<file path="src/rtl/daisy_pkg.sv">
// Shared definitions for the daisy-chain frame deframer: SOF marker, header layout,
// FSM encoding and status-counter width.
package daisy_pkg;

   localparam logic [15:0] DEF_SOF_WORD = 16'hA5C3;
   localparam int          CNT_W        = 16;

   localparam int HDR_TYPE_MSB = 15;
   localparam int HDR_TYPE_LSB = 12;
   localparam int HDR_SEQ_MSB  = 11;
   localparam int HDR_SEQ_LSB  = 8;
   localparam int HDR_LEN_MSB  = 7;
   localparam int HDR_LEN_LSB  = 0;

   localparam logic [1:0] ST_IDLE = 2'd0;
   localparam logic [1:0] ST_HDR  = 2'd1;
   localparam logic [1:0] ST_PAY  = 2'd2;
   localparam logic [1:0] ST_CHK  = 2'd3;

   typedef struct packed {
      logic [3:0] typ;
      logic [3:0] seq;
      logic [7:0] len;
   } hdr_t;

   function automatic hdr_t hdr_unpack(input logic [15:0] w);
      hdr_t h;
      h.typ = w[HDR_TYPE_MSB:HDR_TYPE_LSB];
      h.seq = w[HDR_SEQ_MSB:HDR_SEQ_LSB];
      h.len = w[HDR_LEN_MSB:HDR_LEN_LSB];
      return h;
   endfunction

endpackage

</file>
<file path="src/rtl/daisy_sat_cnt.sv">
// Saturating status counter; a clear always beats a coincident increment.
module daisy_sat_cnt
   import daisy_pkg::*;
#(
   parameter int W = CNT_W
) (
   input  logic         clk_i,
   input  logic         rst_i,
   input  logic         clr_i,
   input  logic         inc_i,
   output logic [W-1:0] cnt_o
);

   logic [W-1:0] cnt_q, cnt_d;

   always_comb begin
      cnt_d = cnt_q;
      if (clr_i)
         cnt_d = '0;
      else if (inc_i && (cnt_q != '1))
         cnt_d = cnt_q + 1'b1;
   end

   always_ff @(posedge clk_i) begin
      if (rst_i)
         cnt_q <= '0;
      else
         cnt_q <= cnt_d;
   end

   assign cnt_o = cnt_q;

endmodule

</file>
<file path="src/rtl/red_pitaya_daisy_deframer.sv">
// Deframes SOF/header/payload/checksum words from the daisy RX into a payload stream
// with frame-result strobes and saturating status counters.
//   state | meaning
//   IDLE  | hunting for SOF_WORD
//   HDR   | next valid word is the header
//   PAY   | forwarding payload, summing, counting down
//   CHK   | next valid word is the checksum
module red_pitaya_daisy_deframer
   import daisy_pkg::*;
#(
   parameter logic [15:0] SOF_WORD    = DEF_SOF_WORD,
   parameter int          TIMEOUT_CYC = 64
) (
   input  logic              par_clk_i,
   input  logic              par_rst_i,
   input  logic              cfg_en_i,
   input  logic              cnt_clr_i,
   input  logic              par_dv_i,
   input  logic [15:0]       par_dat_i,
   output logic              out_dv_o,
   output logic [15:0]       out_dat_o,
   output logic              out_last_o,
   output logic [3:0]        out_type_o,
   output logic              frm_good_o,
   output logic              frm_bad_o,
   output logic              frm_abort_o,
   output logic [CNT_W-1:0]  cnt_frm_o,
   output logic [CNT_W-1:0]  cnt_chk_o,
   output logic [CNT_W-1:0]  cnt_seq_o,
   output logic [CNT_W-1:0]  cnt_err_o
);

   localparam int              GAP_W    = $clog2(TIMEOUT_CYC + 1);
   localparam logic [GAP_W-1:0] GAP_LOAD = GAP_W'(TIMEOUT_CYC);
   localparam logic [GAP_W-1:0] GAP_ONE  = GAP_W'(1);

   logic [1:0]       state_q, state_d;
   logic [3:0]       type_q, type_d;
   logic [7:0]       rem_q, rem_d;
   logic [15:0]      sum_q, sum_d;
   logic [3:0]       seq_prev_q, seq_prev_d;
   logic             seq_arm_q, seq_arm_d;
   logic [GAP_W-1:0] gap_q, gap_d;
   logic             out_dv_q, out_dv_d;
   logic [15:0]      out_dat_q, out_dat_d;
   logic             out_last_q, out_last_d;
   logic             good_q, good_d;
   logic             bad_q, bad_d;
   logic             abort_q, abort_d;
   logic             inc_frm, inc_chk, inc_seq, inc_err;
   logic [3:0]       seq_exp;
   hdr_t             hdr;

   assign hdr     = hdr_unpack(par_dat_i);
   assign seq_exp = seq_prev_q + 4'd1;

   always_comb begin
      state_d    = state_q;
      type_d     = type_q;
      rem_d      = rem_q;
      sum_d      = sum_q;
      seq_prev_d = seq_prev_q;
      seq_arm_d  = seq_arm_q;
      gap_d      = gap_q;
      out_dv_d   = 1'b0;
      out_dat_d  = out_dat_q;
      out_last_d = 1'b0;
      good_d     = 1'b0;
      bad_d      = 1'b0;
      abort_d    = 1'b0;
      inc_frm    = 1'b0;
      inc_chk    = 1'b0;
      inc_seq    = 1'b0;
      inc_err    = 1'b0;

      // Disarming the sequence check while disabled makes the first header after re-enable exempt.
      if (!cfg_en_i) begin
         state_d   = ST_IDLE;
         seq_arm_d = 1'b0;
      end else if (par_dv_i) begin
         gap_d = GAP_LOAD;
         case (state_q)
            ST_IDLE: begin
               if (par_dat_i == SOF_WORD)
                  state_d = ST_HDR;
            end
            ST_HDR: begin
               type_d     = hdr.typ;
               rem_d      = hdr.len;
               sum_d      = par_dat_i;
               seq_prev_d = hdr.seq;
               seq_arm_d  = 1'b1;
               if (seq_arm_q && (hdr.seq != seq_exp))
                  inc_seq = 1'b1;
               if (hdr.len == 8'd0) begin
                  state_d = ST_IDLE;
                  abort_d = 1'b1;
                  inc_err = 1'b1;
               end else begin
                  state_d = ST_PAY;
               end
            end
            ST_PAY: begin
               out_dv_d  = 1'b1;
               out_dat_d = par_dat_i;
               sum_d     = sum_q + par_dat_i;
               rem_d     = rem_q - 8'd1;
               if (rem_q == 8'd1) begin
                  out_last_d = 1'b1;
                  state_d    = ST_CHK;
               end
            end
            default: begin
               if (par_dat_i == sum_q) begin
                  good_d  = 1'b1;
                  inc_frm = 1'b1;
               end else begin
                  bad_d   = 1'b1;
                  inc_chk = 1'b1;
               end
               state_d = ST_IDLE;
            end
         endcase
      end else if (state_q != ST_IDLE) begin
         if (gap_q == GAP_ONE) begin
            state_d = ST_IDLE;
            abort_d = 1'b1;
            inc_err = 1'b1;
         end else begin
            gap_d = gap_q - GAP_ONE;
         end
      end
   end

   always_ff @(posedge par_clk_i) begin
      if (par_rst_i) begin
         state_q    <= ST_IDLE;
         type_q     <= '0;
         rem_q      <= '0;
         sum_q      <= '0;
         seq_prev_q <= '0;
         seq_arm_q  <= 1'b0;
         gap_q      <= '0;
         out_dv_q   <= 1'b0;
         out_dat_q  <= '0;
         out_last_q <= 1'b0;
         good_q     <= 1'b0;
         bad_q      <= 1'b0;
         abort_q    <= 1'b0;
      end else begin
         state_q    <= state_d;
         type_q     <= type_d;
         rem_q      <= rem_d;
         sum_q      <= sum_d;
         seq_prev_q <= seq_prev_d;
         seq_arm_q  <= seq_arm_d;
         gap_q      <= gap_d;
         out_dv_q   <= out_dv_d;
         out_dat_q  <= out_dat_d;
         out_last_q <= out_last_d;
         good_q     <= good_d;
         bad_q      <= bad_d;
         abort_q    <= abort_d;
      end
   end

   assign out_dv_o    = out_dv_q;
   assign out_dat_o   = out_dat_q;
   assign out_last_o  = out_last_q;
   assign out_type_o  = type_q;
   assign frm_good_o  = good_q;
   assign frm_bad_o   = bad_q;
   assign frm_abort_o = abort_q;

   daisy_sat_cnt #(.W(CNT_W)) u_cnt_frm (
      .clk_i(par_clk_i), .rst_i(par_rst_i), .clr_i(cnt_clr_i), .inc_i(inc_frm), .cnt_o(cnt_frm_o)
   );
   daisy_sat_cnt #(.W(CNT_W)) u_cnt_chk (
      .clk_i(par_clk_i), .rst_i(par_rst_i), .clr_i(cnt_clr_i), .inc_i(inc_chk), .cnt_o(cnt_chk_o)
   );
   daisy_sat_cnt #(.W(CNT_W)) u_cnt_seq (
      .clk_i(par_clk_i), .rst_i(par_rst_i), .clr_i(cnt_clr_i), .inc_i(inc_seq), .cnt_o(cnt_seq_o)
   );
   daisy_sat_cnt #(.W(CNT_W)) u_cnt_err (
      .clk_i(par_clk_i), .rst_i(par_rst_i), .clr_i(cnt_clr_i), .inc_i(inc_err), .cnt_o(cnt_err_o)
   );

endmodule

</file>
<file path="config.mk">
export PLATFORM = sky130hd
export DESIGN_NAME = red_pitaya_daisy_deframer
export DESIGN_NICKNAME = d
export VERILOG_FILES = /design/src/rtl/daisy_pkg.sv /design/src/rtl/daisy_sat_cnt.sv /design/src/rtl/red_pitaya_daisy_deframer.sv
export SDC_FILE = /design/constraint.sdc
export NUM_CORES = 1
export LEC_CHECK = 0
export CORE_AREA = 2 2 151 153
export CTS_BUF_LIST = sky130_fd_sc_hd__clkbuf_8
export CTS_CLUSTER_SIZE = 10
export DETAILED_ROUTE_END_ITERATION = 16
export DIE_AREA = 0 0 153 155
export DONT_BUFFER_PORTS = 1
export GPL_ROUTABILITY_DRIVEN = 1
export REMOVE_ABC_BUFFERS = 1
export SYNTH_ARGS = -nofsm -noshare
export SYNTH_HDL_FRONTEND = slang
export SYNTH_SLANG_ARGS = --single-unit
</file>
<file path="constraint.sdc">
create_clock -name par_clk_i -period 2 [get_ports par_clk_i]
set_input_delay 0.1 -clock par_clk_i [delete_from_list [all_inputs] [get_ports par_clk_i]]
set_output_delay 0.1 -clock par_clk_i [all_outputs]
set_load 0.01 [all_outputs]
</file>
# Word-level counts from Yosys, hierarchy flattened
# Cells that the tools add are included.
# totals
elab_cells,96
in_bits,21
register_bits,127
output_inout_bits,89
# op_classes
eq_ne,14
n_addsub,8
bitwise_logic,3
n_mux,32
n_reduce_logical,22
# ops
operator,count
"16-bit by 1-bit adder with 16-bit output, second input constant",4
"16-bit != test, second input constant",4
16-bit case mux with 2 select lines,1
7-bit 2-to-1 mux,3
1-bit 2-to-1 mux,20
16-bit adder,1
16-bit equality test,1
"16-bit equality test, second input constant",1
8-bit case mux with 2 select lines,1
2-bit 2-to-1 mux,6
3-bit AND reduction,4
"8-bit by 1-bit equality test with 1-bit output, second input constant",1
8-bit logical NOT,1
2-bit nonzero test,4
"8-bit by 1-bit subtractor with 8-bit output, second input constant",1
"7-bit by 1-bit equality test with 1-bit output, second input constant",1
"7-bit by 1-bit subtractor with 7-bit output, second input constant",1
"3-bit != test, second input constant",2
2-bit case mux with 3 select lines,1
3-bit OR reduction,2
1-bit logical AND,5
"4-bit by 1-bit adder with 4-bit output, second input constant",1
4-bit != test,1
4-bit AND reduction,1
other kinds (8),11

# Depth between registers and ports, before layout
# Gate-level depths: netlist of the first run.
# depth
word_depth,8
ltp_mapped,9
ltp_nobuf,8

# By module
# Synthesis of the first run repeated with hierarchy kept, for this count alone.
# unflattened
cells_unflattened,898
area_unflattened_um2,7417.1
# modules_own_cells
module,seq_area_each_um2,n_inst,area_per_inst_um2,cells_each
red_pitaya_daisy_deframer,1261.2,1,3748.6,490
daisy_sat_cnt,320.3,4,917.1,102

# Least setup slack after synthesis of the first run
# No wires, ideal clock.
# synth_timing
kind,reg2reg
start,register sum_q[8]
end,register u_cnt_frm.cnt_q[11] (netlist: u_cnt_frm.cnt_o[11])
required_ns,1.884
slack_ns,-0.144
period_less_slack_ns,2.144
setup_ns,0.116
stages_incl_launch_ff,7
path_buffers,0
t_arrival_ns,2.028
cell_sequence,dfxtp_1 ha_1 or4_1 nor3_2 and3_1 a211oi_1 a31o_1
# synth_via
elab_chain_cells,6
# synth_lines
element,line,source
start: declaration,red_pitaya_daisy_deframer.sv:40,"logic [15:0] sum_q, sum_d;"
start signal: assignment,red_pitaya_daisy_deframer.sv:154,sum_q <= sum_d;
16-bit equality test,red_pitaya_daisy_deframer.sv:114,if (par_dat_i == sum_q) begin
1-bit 2-to-1 mux,red_pitaya_daisy_deframer.sv:114,
1-bit 2-to-1 mux (2 in a row),--,
1-bit 2-to-1 mux,red_pitaya_daisy_deframer.sv:77,if (!cfg_en_i) begin
1-bit logical AND,daisy_sat_cnt.sv:20,else if (inc_i && (cnt_q != '1))
end signal: assignment,daisy_sat_cnt.sv:28,cnt_q <= cnt_d;
end: declaration,daisy_sat_cnt.sv:14,"logic [W-1:0] cnt_q, cnt_d;"
# No other way between the ends.
# A chain may end at the register's enable or synchronous reset.

# Worst setup path after layout of the first run
# layout_timing
start,register sum_q[3]
end,register u_cnt_frm.cnt_q[11] (netlist: u_cnt_frm.cnt_o[11])
# The elaborated chain is that of the path after synthesis.

==> Flow_metrics.wiki, run 1 <==
{| class="wikitable"
! Metric !! Value
|-
| Async set or reset register ratio after synthesis || 0
|-
| Final count of hold timing violations || 0
|-
| Buffers from clock root to sink, at most || 2
|-
| Met2 Resource Use GR || 0.274
|-
| TritonCTS clock tree || done
|-
| Worst clock skew || between 0.015 and 0.02 ns
|-
| X dimension of the die || approximately 150 um
|-
| Total DRC errors in the routed layout || 0
|-
| DIE HEIGHT || ~160 um
|-
| Count of synthesis-stage warnings from yosys || 0
|-
| Antenna violations before repair || 0
|-
| Data arrival time of the worst path || 2.43 ns
|-
| Startpoint of the worst register-to-register path || sum_q[3]
|-
| Clock Sink Count || 127
|-
| Clock latency at the later pin of the worst-skew pair || 0.46 ns
|-
| Ratio of routed vias to standard cells || about 5.2
|-
| Wire length per cell after detailed routing || 16.7 um
|-
| Failing checks || setup timing
|-
| Pin count of the biggest net entering global routing || 52
|-
| Starting Density || 0.302
|-
| Hold/Removal Path Class || in -> reg
|-
| Global-route wire length before repair || 33300 um
|-
| Rel. slew slack || 0.357
|-
| Floorplan core area || roughly 0.022 mm^2
|-
| Leakage || 3.30 nW
|-
| Startpoint-to-endpoint class of the critical path || reg -> reg
|-
| Number of setup violations in the final report || 9
|-
| RD Place Congestion || 0.868
|-
| Post-synthesis instance total || between 800 and 900
|-
| Post-synthesis register bit count || between 100 and 150
|-
| EDFF count, synth || 0
|-
| Via count of the first global-routing pass || between 6000 and 7000
|-
| Worst-Margin Slew || 0.964 ns
|-
| Critical path endpoint category || flop
|-
| GR met1 Demand/Resource || 0.226
|-
| HPWL after DPL || approximately 14000 um
|-
| Final Instance Area || 0.00910 mm^2
|-
| Number of maximum-capacitance constraint violations || 0
|-
| Count of final max-slew check failures || 0
|-
| Primary FF master, synth || sky130_fd_sc_hd__dfxtp_1
|-
| Peak supply drop || 281 uV
|-
| Final worst slack || -0.0788 ns
|-
| Fraction of final layout cells with drive strength greater than 1 || 0.255
|-
| Critical path launch point || sum_q[3]
|-
| Number of diodes || 0
|-
| H-Tree Depth || 4
|-
| Peak clock frequency supported by timing || 0.481 GHz
|-
| Required time at the endpoint of the critical path || ~2.4 ns
|-
| Clock transition at the registers of the reported paths || 0.08 ns
|-
| Global-route usage over all layers || 0.174
|-
| Number of I/O pins || 110
|-
| Clock buffers created by TritonCTS || 17
|-
| Aggregate routed wire length || 20900 um
|-
| Crit share post-route || 1.04
|-
| CTS root buffer || sky130_fd_sc_hd__clkbuf_8
|-
| Worst hold slack || 0.0266 ns
|-
| Total congestion overflow || 0
|-
| Number of DRC markers after the initial detailed-route iteration || 374
|-
| Setup repair after global routing missed its margin || true
|-
| Layout net count || 1006
|-
| Max Fanout on Critical Path || 4
|-
| Hold wc startpoint || par_dat_i[3]
|-
| Global-route met3 utilization || 0.0518
|-
| Number of port buffers || 0
|-
| Element type at the critical path start || flop
|-
| Number of vias after detailed routing || 6535
|-
| Remaining antenna violation count || 0
|-
| Detailed-routing iteration count for the pre-antenna-repair pass || 5
|-
| Total placed instance area || roughly 0.0078 mm^2
|-
| Area of the mapped netlist || 0.00671 mm^2
|-
| Mean cell area of the mapped netlist || 8.14 um^2
|-
| Status || finished, violations left
|-
| Tmin final || approximately 2.1 ns
|-
| Total die area || around 0.024 mm^2
|-
| Count of distinct cell types in the synthesized netlist || 64
|-
| Sequential element share of the synthesized area || 0.379
|-
| GR peak layer || met2
|-
| Std cell rows || 55
|-
| Power per standard cell area || approximately 560 mW/mm^2
|-
| Area grow syn2layout || 35.8%
|}
## stage by stage
step	power (W)	instances	utilization	worst slack [ns]	TNS [ns]
after floorplan	0.00273	789	-	-0.424	-8.06
after global placement	0.00280	1186	0.351	-0.282	-3.98
after detailed placement	0.00281	1186	0.351	-0.263	-4.61
after CTS	0.00515	1244	0.392	-0.0816	-0.333
after global routing	0.00532	1254	0.410	-0.163	-1.83
final	0.00512	1254	0.410	-0.0788	-0.251
## layout make-up
cell class,count,area [um^2]
Fill cell,2179,13100
Multi-Input combinational cell,647,4480
Sequential cell,127,2550
Timing Repair Buffer,148,1260
Tap cell,285,357
Clock buffer,18,248
Clock inverter,14,143
Inverter,15,56.3
## routing by layer
metal / part of all wire / wire length [um]
met4: 0.022 / 454
met1: 0.45 / 9340
met2: 0.46 / 9600
met3: 0.073 / 1520
met5: 0 / 0
## state kept, by name, indices dropped and copies added, names as in the netlist, 7 cells and up
register and count:
gap_q 7, u_cnt_frm.cnt_o 16, u_cnt_seq.cnt_o 16, rem_q 8
out_dat_o 16, sum_q 16, u_cnt_chk.cnt_o 16, u_cnt_err.cnt_o 16
## power breakdown
part           total (W)  switching, W  internal, W
registers        0.00254     0.0000101      0.00253
logic           0.000338      0.000181     0.000156
clock network    0.00224       0.00110      0.00113
## cells by family (layout without fill, tap and decap cells)
| family | Yosys count | in the layout | share of synthesized area |
|---|---|---|---|
| adders and majority gates | 29 | 29 | 0.0552 |
| buffers and inverters | 50 | 195 | 0.0282 |
| DFF | 127 | 127 | 0.379 |
| muxes | 7 | 7 | 0.0105 |
| xor gates and xnor gates | 70 | 70 | 0.0935 |
| and+or+nand+nor | 373 | 373 | 0.275 |
| AOI/OAI and AO/OA | 168 | 168 | 0.158 |
## path summary, 6_finish.rpt
path,to,slack [ns],cells after the start
worst min register to register,seq_prev_q[3],0.48,2
worst max register to register,u_cnt_frm.cnt_o[11],-0.08,7
worst max-delay path,u_cnt_frm.cnt_o[11],-0.08,7
worst min-delay path,sum_q[3],0.03,3
## critical path, cell delays in order (launching register included)
cell	delay, ns
sky130_fd_sc_hd__dfxtp_2	0.34
sky130_fd_sc_hd__ha_4	0.23
sky130_fd_sc_hd__or4_4	0.57
sky130_fd_sc_hd__nor3_2	0.17
sky130_fd_sc_hd__buf_4	0.16
sky130_fd_sc_hd__and3_4	0.21
sky130_fd_sc_hd__a211oi_2	0.07
sky130_fd_sc_hd__a31o_1	0.22
## cells in the mapped netlist (all sizes together), types with 9 or more instances
cell type / number / area [um^2]
dfxtp: 127 / 2540
nor2: 107 / 402
nand2: 101 / 379
a21oi: 75 / 387
xor2: 36 / 315
xnor2: 33 / 289
clkbuf: 32 / 120
ha: 28 / 350
nand3: 28 / 140
nand4: 27 / 169
o21ai: 27 / 135
nor3: 23 / 125
and3: 21 / 131
inv: 15 / 56.3
a211oi: 14 / 118
nor4: 9 / 62.6
## cells in the final DEF (no fill, tap or decap), drive strengths merged, types with 23 or more instances in the layout
cell type	count
a21oi	75
buf	127
dfxtp	127
ha	28
nand2	101
nand3	28
nand4	27
nor2	107
nor3	23
o21ai	27
xnor2	33
xor2	36
## repair_timing
item,4_1_cts,5_1_grt
hold buffers,22,0
gates resized for setup,44,62
gates cloned,0,0
endpoints found under the hold margin,61,0
buffers inserted,4,10
pin swaps,15,45
setup endpoints to repair,41,65
(Power assumes the default switching activity.)
==> inputs of run 2 (changes only) <==
Settings changed: BUFFER_PORTS_ARGS set to -buffer_cell sky130_fd_sc_hd__buf_4, DONT_BUFFER_PORTS 1 to not set, GPL_TIMING_DRIVEN set to 0.
==> Flow_metrics.wiki, run 2 (synthesized netlist as in run 1, its figures left out) <==
{| class="wikitable"
! Metric !! Value
|-
| Switch Pwr || 0.00126 W (-2.6%)
|-
| Global-route wire length before repair || 30500 um (-8.3%)
|-
| Number of maximum-capacitance constraint violations || 0 (unchanged)
|-
| Tmin final || 2.18 ns (+0.105 ns)
|-
| Detailed-routing iteration count for the pre-antenna-repair pass || 5 (unchanged)
|-
| Final Instance Area || 0.00944 mm^2 (+3.7%)
|-
| Most frequent cells in the layout || sky130_fd_sc_hd__buf_4 (134), sky130_fd_sc_hd__dfxtp_1 (108), sky130_fd_sc_hd__nor2_1 (105)
|-
| Area grow syn2layout || 40.8%
|-
| Instance count along the most critical hold path || 3 (unchanged)
|-
| Switching share of power || 0.243 (-0.00943)
|-
| Wire length per cell after detailed routing || 15.7 um (-5.7%)
|-
| DIE HEIGHT || 155 um (unchanged)
|-
| Setup repair after global routing missed its margin || true
|-
| TritonCTS clock tree || done
|-
| Data arrival time of the worst path || 2.47 ns (+0.04 ns)
|-
| Final core utilization || 0.425 (+0.0153)
|-
| Fraction of final layout cells with drive strength greater than 1 || 0.300 (+0.0452)
|-
| Startpoint of the worst register-to-register path || sum_q[8]
|-
| Met2 Resource Use GR || 0.260 (-0.0143)
|-
| Failing checks || setup timing
|-
| Number of cells on the worst reg-to-reg path || 8 (+1)
|-
| Power per standard cell area || 549 mW/mm^2 (-2.4%)
|-
| Total DRC errors in the routed layout || 0 (unchanged)
|-
| Final count of hold timing violations || 0 (unchanged)
|-
| Pin count of the biggest net entering global routing || 65 (+25%)
|-
| Worst Hold End || out_dat_o[9]
|-
| Register-to-register setup slack || -0.18 ns (-0.10 ns)
|-
| Worst-Margin Slew || 1.26 ns (+0.300 ns)
|-
| Count of final max-slew check failures || 0 (unchanged)
|-
| Critical path endpoint category || flop
|-
| Total placed instance area || 0.00775 mm^2 (-0.71%)
|-
| Tot Pwr || 0.00518 W (+1.2%)
|-
| H-Tree Depth || 4 (unchanged)
|-
| Peak clock frequency supported by timing || 0.458 GHz (-4.8%)
|-
| Reg-to-reg critical path endpoint || u_cnt_frm.cnt_o[0]
|-
| Buffers from clock root to sink, at most || 2 (unchanged)
|-
| Clock buffers created by TritonCTS || 17 (unchanged)
|-
| Total congestion overflow || 0 (unchanged)
|-
| Final worst slack || -0.184 ns (-0.105 ns)
|-
| Leakage || 3.53 nW (+6.9%)
|-
| Global-route met3 utilization || 0.0359 (-0.0159)
|-
| Layout net count || 1020 (+1.4%)
|-
| Clock latency at the later pin of the worst-skew pair || 0.44 ns (-0.02 ns)
|-
| CTS root buffer || sky130_fd_sc_hd__clkbuf_8
|-
| Number of port buffers || 109 (+109)
|-
| Number of setup violations in the final report || 21 (+12)
|-
| Crit path largest cell delay || 0.58 ns (about the same)
|-
| Commonest non-fill, non-tap cell in the layout || sky130_fd_sc_hd__buf_4
|-
| Internal Pwr Total || 0.00392 W (+2.5%)
|-
| GR peak layer || met2
|-
| Element type at the critical path start || flop
|-
| Peak supply drop || 382 uV (+36%)
|-
| Antenna violations before repair || 1 (+1)
|-
| HPWL after DPL || 12600 um (-9.4%)
|-
| Rel. slew slack || 0.157 (-0.200)
|-
| Max Fanout on Critical Path || 5 (+1)
|-
| Starting Density || 0.302 (unchanged)
|-
| GR met1 Demand/Resource || 0.207 (-0.0187)
|-
| Total die area || 0.0237 mm^2 (unchanged)
|-
| Floorplan core area || 0.0222 mm^2 (unchanged)
|-
| Status || finished, violations left
|-
| RD Place Congestion || 0.851 (-2.0%)
|-
| Share of total power in the clock network || 0.441 (+0.004)
|-
| Clock Sink Count || 127 (unchanged)
|-
| Std cell rows || 55 (unchanged)
|-
| Required time at the endpoint of the critical path || 2.29 ns (-0.06 ns)
|-
| Number of vias after detailed routing || 6563 (+0.43%)
|-
| Hold/Removal Path Class || in -> reg
|-
| Hold wc startpoint || par_dat_i[9]
|-
| Number of DRC markers after the initial detailed-route iteration || 342 (-8.6%)
|-
| Sequential group share of total power || 0.491 (-0.006)
|-
| Crit path buf inv count || 2 (+1)
|-
| Ratio of routed vias to standard cells || 5.17 (-0.76%)
|-
| Aggregate routed wire length || 20000 um (-4.6%)
|-
| Worst path top cell family by delay || simple AND/OR/NAND/NOR gates
|-
| Crit-path cells || ha_4, or4_4, nor3_4, buf_6, and2_4, buf_4, xnor2_2, nor2_1
|-
| X dimension of the die || 153 um (unchanged)
|-
| Global-route usage over all layers || 0.157 (-0.0169)
|-
| Via count of the first global-routing pass || 5928 (-5.5%)
|-
| Remaining antenna violation count || 0 (unchanged)
|-
| Startpoint-to-endpoint class of the critical path || reg -> reg
|-
| Crit-path slowest cell || sky130_fd_sc_hd__or4_4
|-
| Clock transition at the registers of the reported paths || 0.08 ns (about the same)
|-
| Crit share post-route || 1.09 (+0.0524)
|-
| Number of I/O pins || 110 (unchanged)
|-
| Logic gate share of total power || 0.068 (+0.002)
|-
| Worst clock skew || 0.0142 ns (-0.00526 ns)
|}
[run 2: changes by cell type in the layout (fill, tap and decap cells not counted), sizes merged]
cell	before	now
and3	21	22
buf	127	144
bufinv	2	3
clkinv	4	7
clkinvlp	5	1
diode	0	1
dlygate4sd3	21	17
[run 2: worst max-delay path by stage]
stage | cells after the start | slack [ns] | startpoint | endpoint
after detailed placement | 6 | -0.85 | state_q[0] | out_dat_o[9]
after global routing | 7 | -0.28 | sum_q[8] | u_cnt_frm.cnt_o[1]
final | 8 | -0.18 | sum_q[8] | u_cnt_frm.cnt_o[0]
after floorplan | 6 | -0.42 | state_q[0] | out_dat_o[0]
after global placement | 6 | -1.95 | state_q[0] | out_dat_o[9]
after CTS | 8 | -0.14 | sum_q[9] | u_cnt_frm.cnt_o[1]
[run 2: routing by layer]
layer,vias to the layer above,routed length (um),share of wire
met5,-,0,0
met4,0,290,0.015
met3,18,924,0.046
met2,156,9600,0.48
met1,3150,9140,0.46
li1,3239,-,-
[run 2: stage by stage]
stage | TNS (ns) | hold WS [ns] | cells | worst slack, ns
3_5_place_dp | -37.25 | 0.389 | 1183 | -0.851
5_1_grt | -4.62 | 0.0255 | 1269 | -0.282
6_report | -1.79 | 0.0250 | 1269 | -0.184
4_1_cts | -1.03 | 0.00251 | 1247 | -0.135
3_3_place_gp | -60.36 | 0.385 | 1183 | -1.95
2_1_floorplan | -8.06 | 0.169 | 789 | -0.424
[run 2: area by class of cell]
cell class,count,area (um^2)
fillers,2217,12800
clock buffers,18,248
multi-input cells,648,4710
repair buffers,161,1340
flip-flops and latches,127,2570
diodes,1,2.50
clock inverters,14,149
inverters,15,58.8
well taps,285,357
[run 2: power groups by stage]
stage               logic, W  clock network, W  registers (W)
floorplan           0.000131                 0        0.00260
global placement    0.000254                 0        0.00260
detailed placement  0.000256                 0        0.00260
CTS                 0.000323           0.00235        0.00254
global route        0.000380           0.00245        0.00254
finish              0.000354           0.00229        0.00254
[run 2: what timing repair did]
item,in CTS,in global routing
endpoints found under the hold margin,24,0
setup endpoints to repair,102,94
cloned,0,1
pin swaps,27,43
hold buffers,17,0
buffers inserted,15,20
gates resized for setup,75,86
[run 2: tightest hold or removal path: cells and delay by family]
family / cells / cell delay, ns
simple gates: 1 / 0.10
compound gates: 1 / 0.06
buf+inv: 1 / 0.16
==> inputs of run 3 (changes only) <==
Settings changed: CORE_AREA 2 2 151 153 to 2 2 116 118, DIE_AREA 0 0 153 155 to 0 0 118 120, PLACE_DENSITY set to 0.77.
==> Flow_metrics.wiki, run 3 (synthesized netlist as in run 1, its figures left out) <==
{| class="wikitable"
! Metric !! Value
|-
| Total DRC errors in the routed layout || 0 (unchanged)
|-
| TritonCTS clock tree || done
|-
| DIE HEIGHT || 120 um (-23%)
|-
| Fraction of final layout cells with drive strength greater than 1 || 0.285 (-0.0154)
|-
| Wire length per cell after detailed routing || 17.9 um (+14%)
|-
| Number of setup violations in the final report || 26 (+24%)
|-
| Buffers from clock root to sink, at most || 2 (unchanged)
|-
| Hold/Removal Path Class || in -> reg
|-
| Detailed-routing iteration count for the pre-antenna-repair pass || 6 (+1)
|-
| Total placed instance area || 0.00761 mm^2 (-1.8%)
|-
| Leakage || 3.54 nW (+0.12%)
|-
| CTS root buffer || sky130_fd_sc_hd__clkbuf_8
|-
| Setup repair after global routing missed its margin || true
|-
| Clock latency at the later pin of the worst-skew pair || 0.45 ns (about the same)
|-
| Area grow syn2layout || 37.8%
|-
| Floorplan core area || 0.0130 mm^2 (-42%)
|-
| Power per standard cell area || 545 mW/mm^2 (-0.75%)
|-
| Peak clock frequency supported by timing || 0.461 GHz (+0.73%)
|-
| Logic gate share of total power || 0.074 (+0.006)
|-
| Layout net count || 1024 (+0.39%)
|-
| Starting Density || 0.517 (+0.215)
|-
| Remaining antenna violation count || 0 (unchanged)
|-
| Clock Sink Count || 127 (unchanged)
|-
| Number of maximum-capacitance constraint violations || 0 (unchanged)
|-
| Switch Pwr || 0.00121 W (-3.7%)
|-
| Crit share post-route || 1.08 (-0.00787)
|-
| Share of total power in the clock network || 0.421 (-0.020)
|-
| Tot Pwr || 0.00503 W (-2.9%)
|-
| Critical path endpoint category || flop
|-
| Required time at the endpoint of the critical path || 2.34 ns (+0.05 ns)
|-
| Number of port buffers || 109 (unchanged)
|-
| Count of final max-slew check failures || 0 (unchanged)
|-
| Total congestion overflow || 0 (unchanged)
|-
| Number of vias after detailed routing || 7006 (+6.7%)
|-
| Internal Pwr Total || 0.00382 W (-2.6%)
|-
| Final non-filler cell total || 1163 (-8.4%)
|-
| Clock buffers created by TritonCTS || 17 (unchanged)
|-
| Status || finished, violations left
|-
| Placed Cells incl. Taps || 1074 (-9.2%)
|-
| Worst clock skew || 0.00985 ns (-0.00434 ns)
|-
| Commonest non-fill, non-tap cell in the layout || sky130_fd_sc_hd__buf_4
|-
| RD Place Congestion || 0.893 (+5.0%)
|-
| Final worst slack || -0.168 ns (+0.0157 ns)
|-
| Switching share of power || 0.241 (-0.00208)
|-
| Via count of the first global-routing pass || 6088 (+2.7%)
|-
| Aggregate routed wire length || 20900 um (+4.5%)
|-
| Final count of hold timing violations || 0 (unchanged)
|-
| Data arrival time of the worst path || 2.51 ns (+0.04 ns)
|-
| Worst slack after detailed placement || -1.14 ns (-0.293 ns)
|-
| Failing checks || setup timing
|-
| Startpoint-to-endpoint class of the critical path || reg -> reg
|-
| Antenna violations before repair || 0 (-1)
|-
| H-Tree Depth || 4 (unchanged)
|-
| Element type at the critical path start || flop
|-
| Number of DRC markers after the initial detailed-route iteration || 860 (+150%)
|-
| Ratio of routed vias to standard cells || 6.02 (+16%)
|-
| Total die area || 0.0142 mm^2 (-40%)
|-
| Rel. slew slack || 0.183 (+0.0255)
|-
| Most frequent cells in the layout || sky130_fd_sc_hd__buf_4 (139), sky130_fd_sc_hd__dfxtp_1 (113), sky130_fd_sc_hd__nor2_1 (105)
|-
| Summed negative setup slack over all endpoints || -1.91 ns (-0.118 ns)
|-
| Final Instance Area || 0.00924 mm^2 (-2.1%)
|-
| Clock transition at the registers of the reported paths || 0.07 ns (about the same)
|-
| Worst-Margin Slew || 1.23 ns (-0.0382 ns)
|-
| Pin count of the biggest net entering global routing || 65 (unchanged)
|-
| HPWL after DPL || 11500 um (-9.4%)
|-
| Peak supply drop || 322 uV (-16%)
|-
| Std cell rows || 42 (-24%)
|-
| Number of diodes || 0 (-1)
|-
| Global-route usage over all layers || 0.261 (+0.104)
|-
| X dimension of the die || 118 um (-23%)
|-
| Global-route wire length before repair || 30100 um (-1.4%)
|-
| Max Fanout on Critical Path || 6 (+1)
|-
| Tmin final || 2.17 ns (-0.0157 ns)
|-
| Sequential group share of total power || 0.505 (+0.014)
|-
| Number of I/O pins || 110 (unchanged)
|}
-- run 3: cell count changes in the layout (fill, tap and decap cells not counted), moves of 3 or more --
cell | previous run | this run
sky130_fd_sc_hd__xnor2_1 | 29 | 32
sky130_fd_sc_hd__dfxtp_2 | 16 | 12
sky130_fd_sc_hd__xnor2_2 | 4 | 1
sky130_fd_sc_hd__dfxtp_1 | 108 | 113
sky130_fd_sc_hd__buf_4 | 134 | 139
sky130_fd_sc_hd__inv_1 | 16 | 20
-- run 3: stage by stage --
step	util	hold WS, ns
floorplan	-	0.169
global placement	0.586	0.383
detailed placement	0.587	0.392
CTS	0.671	0.0174
global route	0.712	0.0413
finish	0.712	0.0382
-- run 3: path summary, 6_finish.rpt --
check / startpoint / to / slack, ns / cells after the start
min reg2reg: out_dat_o[8] / out_dat_o[8] / 0.46 / 2
max: sum_q[8] / u_cnt_frm.cnt_o[11] / -0.17 / 7
min: par_dat_i[4] / rem_q[4] / 0.04 / 3
max reg2reg: sum_q[8] / u_cnt_frm.cnt_o[11] / -0.17 / 7
-- run 3: routing by layer --
metal	GRT usage	share of wire	vias up
li1	-	-	3252
met1	0.336	0.40	3312
met2	0.431	0.48	350
met3	0.0561	0.078	92
met4	0.102	0.034	0
met5	0	0	-
-- run 3: power by group through the flow --
| stage | logic [W] | clock network (W) | registers (W) |
|---|---|---|---|
| 2_1_floorplan | 0.000131 | 0 | 0.00260 |
| 3_3_place_gp | 0.000245 | 0 | 0.00260 |
| 3_5_place_dp | 0.000247 | 0 | 0.00260 |
| 4_1_cts | 0.000321 | 0.00214 | 0.00255 |
| 5_1_grt | 0.000392 | 0.00227 | 0.00254 |
| 6_report | 0.000372 | 0.00212 | 0.00254 |
-- run 3: final cells by class --
cell class | instances | area, um^2
fill | 966 | 3740
multi-input combinational | 650 | 4700
clock inverter | 13 | 108
inverter | 15 | 58.8
sequential | 127 | 2560
clock buffer | 19 | 262
timing repair buffer | 163 | 1330
tap | 176 | 220
-- run 3: repair_timing --
item | CTS | global route
hold endpoints to repair | 26 | 0
hold buffers | 18 | 0
endpoints found under the setup margin | 101 | 87
resized for setup | 77 | 74
pin swaps | 21 | 46
gates cloned | 1 | 2
buffers inserted | 17 | 19
-- run 3: worst max-delay path, cell delays in order (launching register included) --
cell and delay, ns:
sky130_fd_sc_hd__dfxtp_2 0.34, sky130_fd_sc_hd__ha_4 0.25, sky130_fd_sc_hd__or4_4 0.58, sky130_fd_sc_hd__nor3_4 0.23, sky130_fd_sc_hd__buf_12 0.15, sky130_fd_sc_hd__and3_4 0.21, sky130_fd_sc_hd__a211oi_2 0.06, sky130_fd_sc_hd__a31o_1 0.23
